===== src/rtl/instr_decoder_pipe.sv =====
// RV32I instruction decoder feeding a registered main + skid output buffer with retired-entry counters.
// Optional macro RV32M_EN: accepts R-type funct7=0000001 words as legal and flags them on o_muldiv.
module instr_decoder_pipe #(
  parameter int unsigned XLEN  = 32,
  parameter int unsigned CNT_W = 16
) (
  input  logic             i_clk,
  input  logic             i_reset,
  input  logic             i_flush,
  input  logic             i_valid,
  output logic             o_ready,
  input  logic [31:0]      i_instr,
  input  logic [XLEN-1:0]  i_pc,
  output logic             o_valid,
  input  logic             i_ready,
  output logic [XLEN-1:0]  o_pc,
  output logic [6:0]       o_opcode,
  output logic [2:0]       o_funct3,
  output logic [4:0]       o_rd,
  output logic [4:0]       o_rs1,
  output logic [4:0]       o_rs2,
  output logic [XLEN-1:0]  o_imm,
  output logic             o_illegal,
  output logic             o_muldiv,
  output logic [CNT_W-1:0] o_cnt_decoded,
  output logic [CNT_W-1:0] o_cnt_illegal
);

  typedef enum logic [6:0] {
    OP_LUI    = 7'b0110111,
    OP_AUIPC  = 7'b0010111,
    OP_JAL    = 7'b1101111,
    OP_JALR   = 7'b1100111,
    OP_BRANCH = 7'b1100011,
    OP_LOAD   = 7'b0000011,
    OP_STORE  = 7'b0100011,
    OP_IMM    = 7'b0010011,
    OP_REG    = 7'b0110011
  } opcode_e;

  typedef struct packed {
    logic [XLEN-1:0] pc;
    logic [6:0]      opcode;
    logic [2:0]      funct3;
    logic [4:0]      rd;
    logic [4:0]      rs1;
    logic [4:0]      rs2;
    logic [XLEN-1:0] imm;
    logic            illegal;
    logic            muldiv;
  } entry_t;

`ifdef RV32M_EN
  localparam bit MEXT = 1'b1;
`else
  localparam bit MEXT = 1'b0;
`endif

  entry_t            dec;
  logic signed [31:0] imm32;
  logic [2:0]        f3;
  logic [6:0]        f7;

  entry_t            main_q, main_d, skid_q, skid_d;
  logic              main_vld_q, main_vld_d, skid_vld_q, skid_vld_d;
  logic              ready_q, ready_d;
  logic [CNT_W-1:0]  cnt_dec_q, cnt_dec_d, cnt_ill_q, cnt_ill_d;
  logic              in_hs, out_hs;

  assign f3 = i_instr[14:12];
  assign f7 = i_instr[31:25];

  // All nine base opcodes end in 2'b11, so compressed-quadrant words land in the default arm.
  always_comb begin
    dec        = '0;
    imm32      = '0;
    dec.pc     = i_pc;
    dec.opcode = i_instr[6:0];
    dec.funct3 = f3;
    dec.rd     = i_instr[11:7];
    dec.rs1    = i_instr[19:15];
    dec.rs2    = i_instr[24:20];
    case (i_instr[6:0])
      OP_LUI, OP_AUIPC: imm32 = {i_instr[31:12], 12'b0};
      OP_JAL: imm32 = {{12{i_instr[31]}}, i_instr[19:12], i_instr[20], i_instr[30:21], 1'b0};
      OP_JALR: begin
        imm32       = {{20{i_instr[31]}}, i_instr[31:20]};
        dec.illegal = (f3 != 3'b000);
      end
      OP_BRANCH: begin
        imm32       = {{20{i_instr[31]}}, i_instr[7], i_instr[30:25], i_instr[11:8], 1'b0};
        dec.illegal = (f3[2:1] == 2'b01);
        dec.rd      = '0;
      end
      OP_LOAD: begin
        imm32       = {{20{i_instr[31]}}, i_instr[31:20]};
        dec.illegal = (f3 == 3'b011) || (f3[2:1] == 2'b11);
      end
      OP_STORE: begin
        imm32       = {{20{i_instr[31]}}, i_instr[31:25], i_instr[11:7]};
        dec.illegal = (f3 > 3'b010);
        dec.rd      = '0;
      end
      OP_IMM: begin
        imm32 = {{20{i_instr[31]}}, i_instr[31:20]};
        if (f3 == 3'b001)
          dec.illegal = (f7 != 7'b0000000);
        else if (f3 == 3'b101)
          dec.illegal = (f7 != 7'b0000000) && (f7 != 7'b0100000);
      end
      OP_REG: begin
        dec.muldiv  = MEXT && (f7 == 7'b0000001);
        dec.illegal = !((f7 == 7'b0000000) ||
                        ((f7 == 7'b0100000) && ((f3 == 3'b000) || (f3 == 3'b101))) ||
                        dec.muldiv);
      end
      default: dec.illegal = 1'b1;
    endcase
    dec.imm = XLEN'(imm32);
  end

  function automatic logic [CNT_W-1:0] sat_inc(input logic [CNT_W-1:0] c);
    return (&c) ? c : c + CNT_W'(1);
  endfunction

  assign in_hs  = i_valid & ready_q;
  assign out_hs = main_vld_q & i_ready;

  // Skid only fills while main is held; on drain it refills main first to keep order.
  always_comb begin
    main_d     = main_q;
    skid_d     = skid_q;
    main_vld_d = main_vld_q;
    skid_vld_d = skid_vld_q;
    cnt_dec_d  = cnt_dec_q;
    cnt_ill_d  = cnt_ill_q;
    if (i_flush) begin
      main_vld_d = 1'b0;
      skid_vld_d = 1'b0;
    end else if (out_hs) begin
      cnt_dec_d = sat_inc(cnt_dec_q);
      if (main_q.illegal)
        cnt_ill_d = sat_inc(cnt_ill_q);
      if (skid_vld_q) begin
        main_d     = skid_q;
        skid_vld_d = 1'b0;
      end else if (in_hs) begin
        main_d = dec;
      end else begin
        main_vld_d = 1'b0;
      end
    end else if (in_hs) begin
      if (main_vld_q) begin
        skid_d     = dec;
        skid_vld_d = 1'b1;
      end else begin
        main_d     = dec;
        main_vld_d = 1'b1;
      end
    end
    ready_d = ~skid_vld_d;
  end

  always_ff @(posedge i_clk) begin
    if (i_reset) begin
      main_q     <= '0;
      skid_q     <= '0;
      main_vld_q <= 1'b0;
      skid_vld_q <= 1'b0;
      ready_q    <= 1'b1;
      cnt_dec_q  <= '0;
      cnt_ill_q  <= '0;
    end else begin
      main_q     <= main_d;
      skid_q     <= skid_d;
      main_vld_q <= main_vld_d;
      skid_vld_q <= skid_vld_d;
      ready_q    <= ready_d;
      cnt_dec_q  <= cnt_dec_d;
      cnt_ill_q  <= cnt_ill_d;
    end
  end

  assign o_ready       = ready_q;
  assign o_valid       = main_vld_q;
  assign o_pc          = main_q.pc;
  assign o_opcode      = main_q.opcode;
  assign o_funct3      = main_q.funct3;
  assign o_rd          = main_q.rd;
  assign o_rs1         = main_q.rs1;
  assign o_rs2         = main_q.rs2;
  assign o_imm         = main_q.imm;
  assign o_illegal     = main_q.illegal;
  assign o_muldiv      = main_q.muldiv;
  assign o_cnt_decoded = cnt_dec_q;
  assign o_cnt_illegal = cnt_ill_q;

endmodule


===== config.mk =====
export PLATFORM = sky130hd
export DESIGN_NAME = instr_decoder_pipe
export DESIGN_NICKNAME = d
export VERILOG_FILES = /design/src/rtl/instr_decoder_pipe.sv
export SDC_FILE = /design/constraint.sdc
export NUM_CORES = 1
export LEC_CHECK = 0
export ABC_AREA = 1
export CORE_AREA = 3 3 138 140
export DETAILED_ROUTE_END_ITERATION = 6
export DIE_AREA = 0 0 141 143
export DONT_BUFFER_PORTS = 1
export GPL_ROUTABILITY_DRIVEN = 0
export PLACE_DENSITY = 0.68
export SKIP_CTS_REPAIR_TIMING = 1
export SLEW_MARGIN = 20
export SYNTH_ARGS = -nofsm -noshare
export SYNTH_HDL_FRONTEND = slang
export SYNTH_SLANG_ARGS = --single-unit

===== constraint.sdc =====
create_clock -name i_clk -period 3.48 [get_ports i_clk]
set_clock_uncertainty 0.1 [all_clocks]
set_input_delay 0.522 -clock i_clk [delete_from_list [all_inputs] [get_ports i_clk]]
set_output_delay 0.522 -clock i_clk [all_outputs]
set_load 0.01 [all_outputs]

* Yosys cells after proc, flatten, opt, wreduce, memory -nomap -nowiden
Index checks and enable logic that the tools add are counted.
Storage, ports and cells: output and inout bits 125, word-level logic and storage cells 93, register bits after elaboration 216, bits of input ports 69
Operators by class: $lt $le $gt $ge 1, bitwise logic cells 7, add/sub/neg operators 2, multiplexer cells 18, equal/unequal tests 19, reductions and logical operators 24
Operator list (number):
- $mux 91 | 5
- $pmux 32 s5 | 1
- $add 16x1->16 const B | 2
- $reduce_and 16->1 | 2
- $eq 7x6->1 const B | 4
- $eq 7x7->1 const B | 3
- $eq 7x5->1 const B | 2
- $reduce_and 4->1 | 3
- $mux 1 | 10
- $eq 7x2->1 const B | 1
- $logic_not 7->1 | 1
- $ne 7x6->1 const B | 1
- $pmux 1 s7 | 1
- $reduce_bool 7->1 | 1
- $reduce_and 3->1 | 2
- $reduce_or 2->1 | 3
- $reduce_or 3->1 | 2
- $mux 5 | 1
- $not 1->1 | 5
- $ne 2x2->1 const B | 2
- $reduce_bool 2->1 | 2
- $eq 3x1->1 const B | 1
- $eq 3x2->1 const B | 1
- $eq 3x3->1 const B | 1
- 10 further kinds | 14

* Depth between registers and ports, before layout
depth after elaboration 9, gate-level depth with buffers 11, depth with buffers taken out 11

* Least setup slack after synthesis
No wires, ideal clock.
path kind flip-flop to flip-flop, start reg cnt_ill_q[0] (netlist: o_cnt_illegal[0]), end reg cnt_ill_q[10] (netlist: o_cnt_illegal[10]), slack 1716 ps, data required time 3248 ps, period minus slack after synthesis 1764 ps, library setup time 132 ps, stages on the path, launching flop included 10, arrival 1532 ps, cell sequence dfxtp_1 > ha_1 > nand3_1 > nor2_2 > nand4_1 > nand2_1 > inv_2 > buf_4 > nand2_1 > a21oi_1
Between the ends: longest elaborated chain between the ends 3, elaborated cells on any way between the ends 4, those cells by class add/sub: 1; bitwise: 1; reduce/logical: 2
Ends and longest elaborated chain:
- start: declaration | line 67 | logic [CNT_W-1:0] cnt_dec_q, cnt_dec_d, cnt_ill_q, cnt_ill_d;
- start signal: assignment | line 180 | cnt_ill_q <= cnt_ill_d;
- parallel branches: the longest is 3 deep, another holds $add 16x1->16
Several ways; the timed one is not identified. A chain may end at the register's enable or synchronous reset.

* Final worst setup path
start reg main_vld_q (netlist: o_valid), end reg skid_q[16] (netlist name)
Between the ends: longest elaborated chain between the ends 3
Ends and longest elaborated chain:
- start: declaration | line 65 | logic main_vld_q, main_vld_d, skid_vld_q, skid_vld_d;
- start signal: assignment | line 176 | main_vld_q <= main_vld_d;
- $and 1x1->1 | line 127 | assign out_hs = main_vld_q & i_ready;
- $not 1->1 (no source line)
- $reduce_and 4->1 (no source line) *
- end signal: assignment | line 175 | skid_q <= skid_d;
- end: declaration | line 64 | entry_t main_q, main_d, skid_q, skid_d;
Mark *: on every way between the ends. The rest lies on a longest branch, timed or not.

==> flow_metrics.env <==
export IMPL_clk_pin_slew_worst_paths_ns=0.06
export IMPL_coreArea_sq_um=18000
export IMPL_viasPerCell=5.56
export IMPL_layout_commonest_cell="nand2_1"
export IMPL_final_nets=1379
export IMPL_rsz0062_at_grt="false"
export IMPL_start_kind="flip-flop"
export IMPL_clkSinkCount=215
export IMPL_first_pass_iters=5
export IMPL_place_hpwl_um=15700
export IMPL_layout_drive_gt1_share_pct=5.44
export IMPL_cts_tree="built"
export IMPL_portBuffers=0
export IMPL_dr_wl_met3_um=2470
export IMPL_period_share_pct=70.1
export IMPL_numCtsBuffers=25
export IMPL_syn_avg_cell_area_sq_um=7.05
export IMPL_maxSlewHeadroom_pct=33.0
export IMPL_grt_max_degree=112
export IMPL_pre_cts_ws_ns=1.01
export IMPL_worstMarginPinSlew_ns=1.00
export IMPL_first_global_vias=7819
export IMPL_clock_latency_ns=0.51
export IMPL_antenna_found_initial=0
export IMPL_synthArstFlopShare_pct=0
export IMPL_synthesis_instances=1358
export IMPL_synth_cell_area_sq_um=9570
export IMPL_wire_per_inst_um=16.6
export IMPL_ys_warn_count=0
export IMPL_fp_dieW_um=141
export IMPL_top_layer="met4"
export IMPL_path_max_fanout=72
export IMPL_synth_distinct_cells=35
export IMPL_drt_iter0_drc=622
export IMPL_setup_slack_ns=1.04
export IMPL_peakVddDrop_uv=442
export IMPL_vias=8631
export IMPL_setup_viol=0
export IMPL_outcome="finished clean"
export IMPL_ioPinCount=194
export IMPL_synth_top_area_share_pct=45.0
export IMPL_min_period_ns=2.44
export IMPL_drv_cap=0
export IMPL_crit_arrival_ns=2.80
export IMPL_hold_class="input pin to flip-flop"
export IMPL_synth_top_area_cell="dfxtp_1"
export IMPL_slowest_stage="buf_4"
export IMPL_drcViolationCount=0
export IMPL_crit_type="flip-flop to flip-flop"
export IMPL_htreeDepth=1
export IMPL_die_area_sq_um=20200
export IMPL_num_rows=49
export IMPL_ys_seq_elements=215
export IMPL_ctsLongestPathBuffers=3
export IMPL_p_leak_uw=0.00425
export IMPL_die_y_um=143
export IMPL_required_ns=3.84
export IMPL_diodes=0
export IMPL_final_cell_mix="nand2_1 (282), dfxtp_1 (215), o21ai_0 (184)"
export IMPL_floorplan_initialDensity_pct=53.3
export IMPL_wl_met2_um=11900
export IMPL_yosysSeqAreaShare_pct=45.0
export IMPL_syn_nets=1429
export IMPL_critPathCaptureType="flip-flop"
export IMPL_maxSlewViolCount=0
export IMPL_max_stage_delay_ns=0.63
export IMPL_synth_ff_type="dfxtp_1"
export IMPL_power_density_nw_per_um2=515
export IMPL_finalWirelength_um=25800
export IMPL_hold_viol=0
export IMPL_fmax_mhz=410
export IMPL_wl_met1_um=11000
export IMPL_crit_chain="inv_1 > nor2_2 > nand3_4 > inv_2 > buf_4 > nor2_1 > nor2_1 > o21ai_0 > inv_1"
export IMPL_grt_use_total_pct=24.3
export IMPL_syn2layout_area_growth_pct=8.59
export IMPL_synth_edf_count=0
export IMPL_tns_ns=0
export IMPL_grt_pass1_wl_um=40900
export IMPL_detail_route_antenna_nets=0
export IMPL_cts_root_buf="clkbuf_16"
export IMPL_grt_ovfl_total=0
export IMPL_synth_area_leaders="dfxtp_1 (45%), nand2_1 (11%), o21ai_0 (9.6%), a21oi_1 (8.2%), nor2_1 (5.5%)"
metal layers:
metal	up-vias	GRT usage, %
met5	-	0
li1	4365	-
met1	3971	31.6
met3	35	8.07
met4	0	4.64
met2	260	40.1
path summary, 6_finish.rpt:
kind	endpoint	from	depth (start not counted)	slack, ns
hold / removal	skid_q[8]	i_instr[26]	2	0.05
setup reg to reg	skid_q[16]	o_valid	9	1.04
hold reg to reg	skid_q[34]	skid_q[34]	2	0.34
setup / recovery	skid_q[16]	o_valid	9	1.04
cells by family (layout without fill, tap and decap cells):
logic type                 after synthesis  in the layout  synth area share, %
AOI/OAI and AO/OA                      403            403                 22.0
xor gates and xnor gates                22             22                 2.01
adders and majority gates                2              2                0.261
buffers and inverters                  206            172                 8.83
DFF                                    215            215                 45.0
other                                    1              1               0.0392
and+or+nand+nor                        509            509                 21.9
Yosys cell counts (2+ instances only):
library cell	n
nand2_1	282
dfxtp_1	215
o21ai_0	184
a21oi_1	156
nor2_1	140
inv_1	110
clkbuf_1	57
nand3_1	53
a31oi_1	52
buf_2	22
nor3_1	14
xor2_1	14
xnor2_1	8
inv_2	7
buf_4	6
o21ai_1	5
nand3_2	4
nand4_1	4
nor2_2	4
buf_6	3
ha_1	2
nand2_2	2
o22ai_1	2
metrics by stage:
step                utilization, %  instances  power (uW)  hold WS (ns)  instance area (sq um)
floorplan                        -       1358        2860         0.324                   9570
global placement              53.4       1507        2910         0.330                   9580
detailed placement            53.4       1507        2910         0.335                   9580
CTS                           57.7       1550        5410       -0.0264                  10400
global route                  57.9       1553        5550        0.0494                  10400
finish                        57.9       1553        5360        0.0465                  10400
critical path: cells and delay by family (launching register included):
kind                   cells  cell delay [ns]
AND/OR/NAND/NOR            4             0.83
flip-flops                 1             0.44
AO/OA/AOI/OAI              1             0.08
buffers and inverters      4             0.92
layout make-up:
| class | instances | area [sq um] |
|---|---|---|
| flip-flops and latches | 215 | 4300 |
| multi-input cells | 937 | 4440 |
| clock inverters | 8 | 68.8 |
| fillers | 1751 | 7570 |
| inverters | 117 | 444 |
| clock buffers | 35 | 713 |
| well taps | 229 | 287 |
| repair buffers | 12 | 135 |
flip-flops by register name, indices dropped and copies added, names as in the netlist, 3 cells and up:
register       count
o_cnt_decoded     16
o_cnt_illegal     16
o_funct3           3
o_imm             32
o_opcode           7
o_pc              32
o_rd               5
o_rs1              5
o_rs2              5
skid_q            90
power by group:
part           leakage [uW]  total [uW]  internal [uW]  switching [uW]
sequential          0.00174        2630           2540            88.3
combinational       0.00211         240           83.3             157
clock              0.000392        2490           1490             998
(Power assumes the default switching activity.)
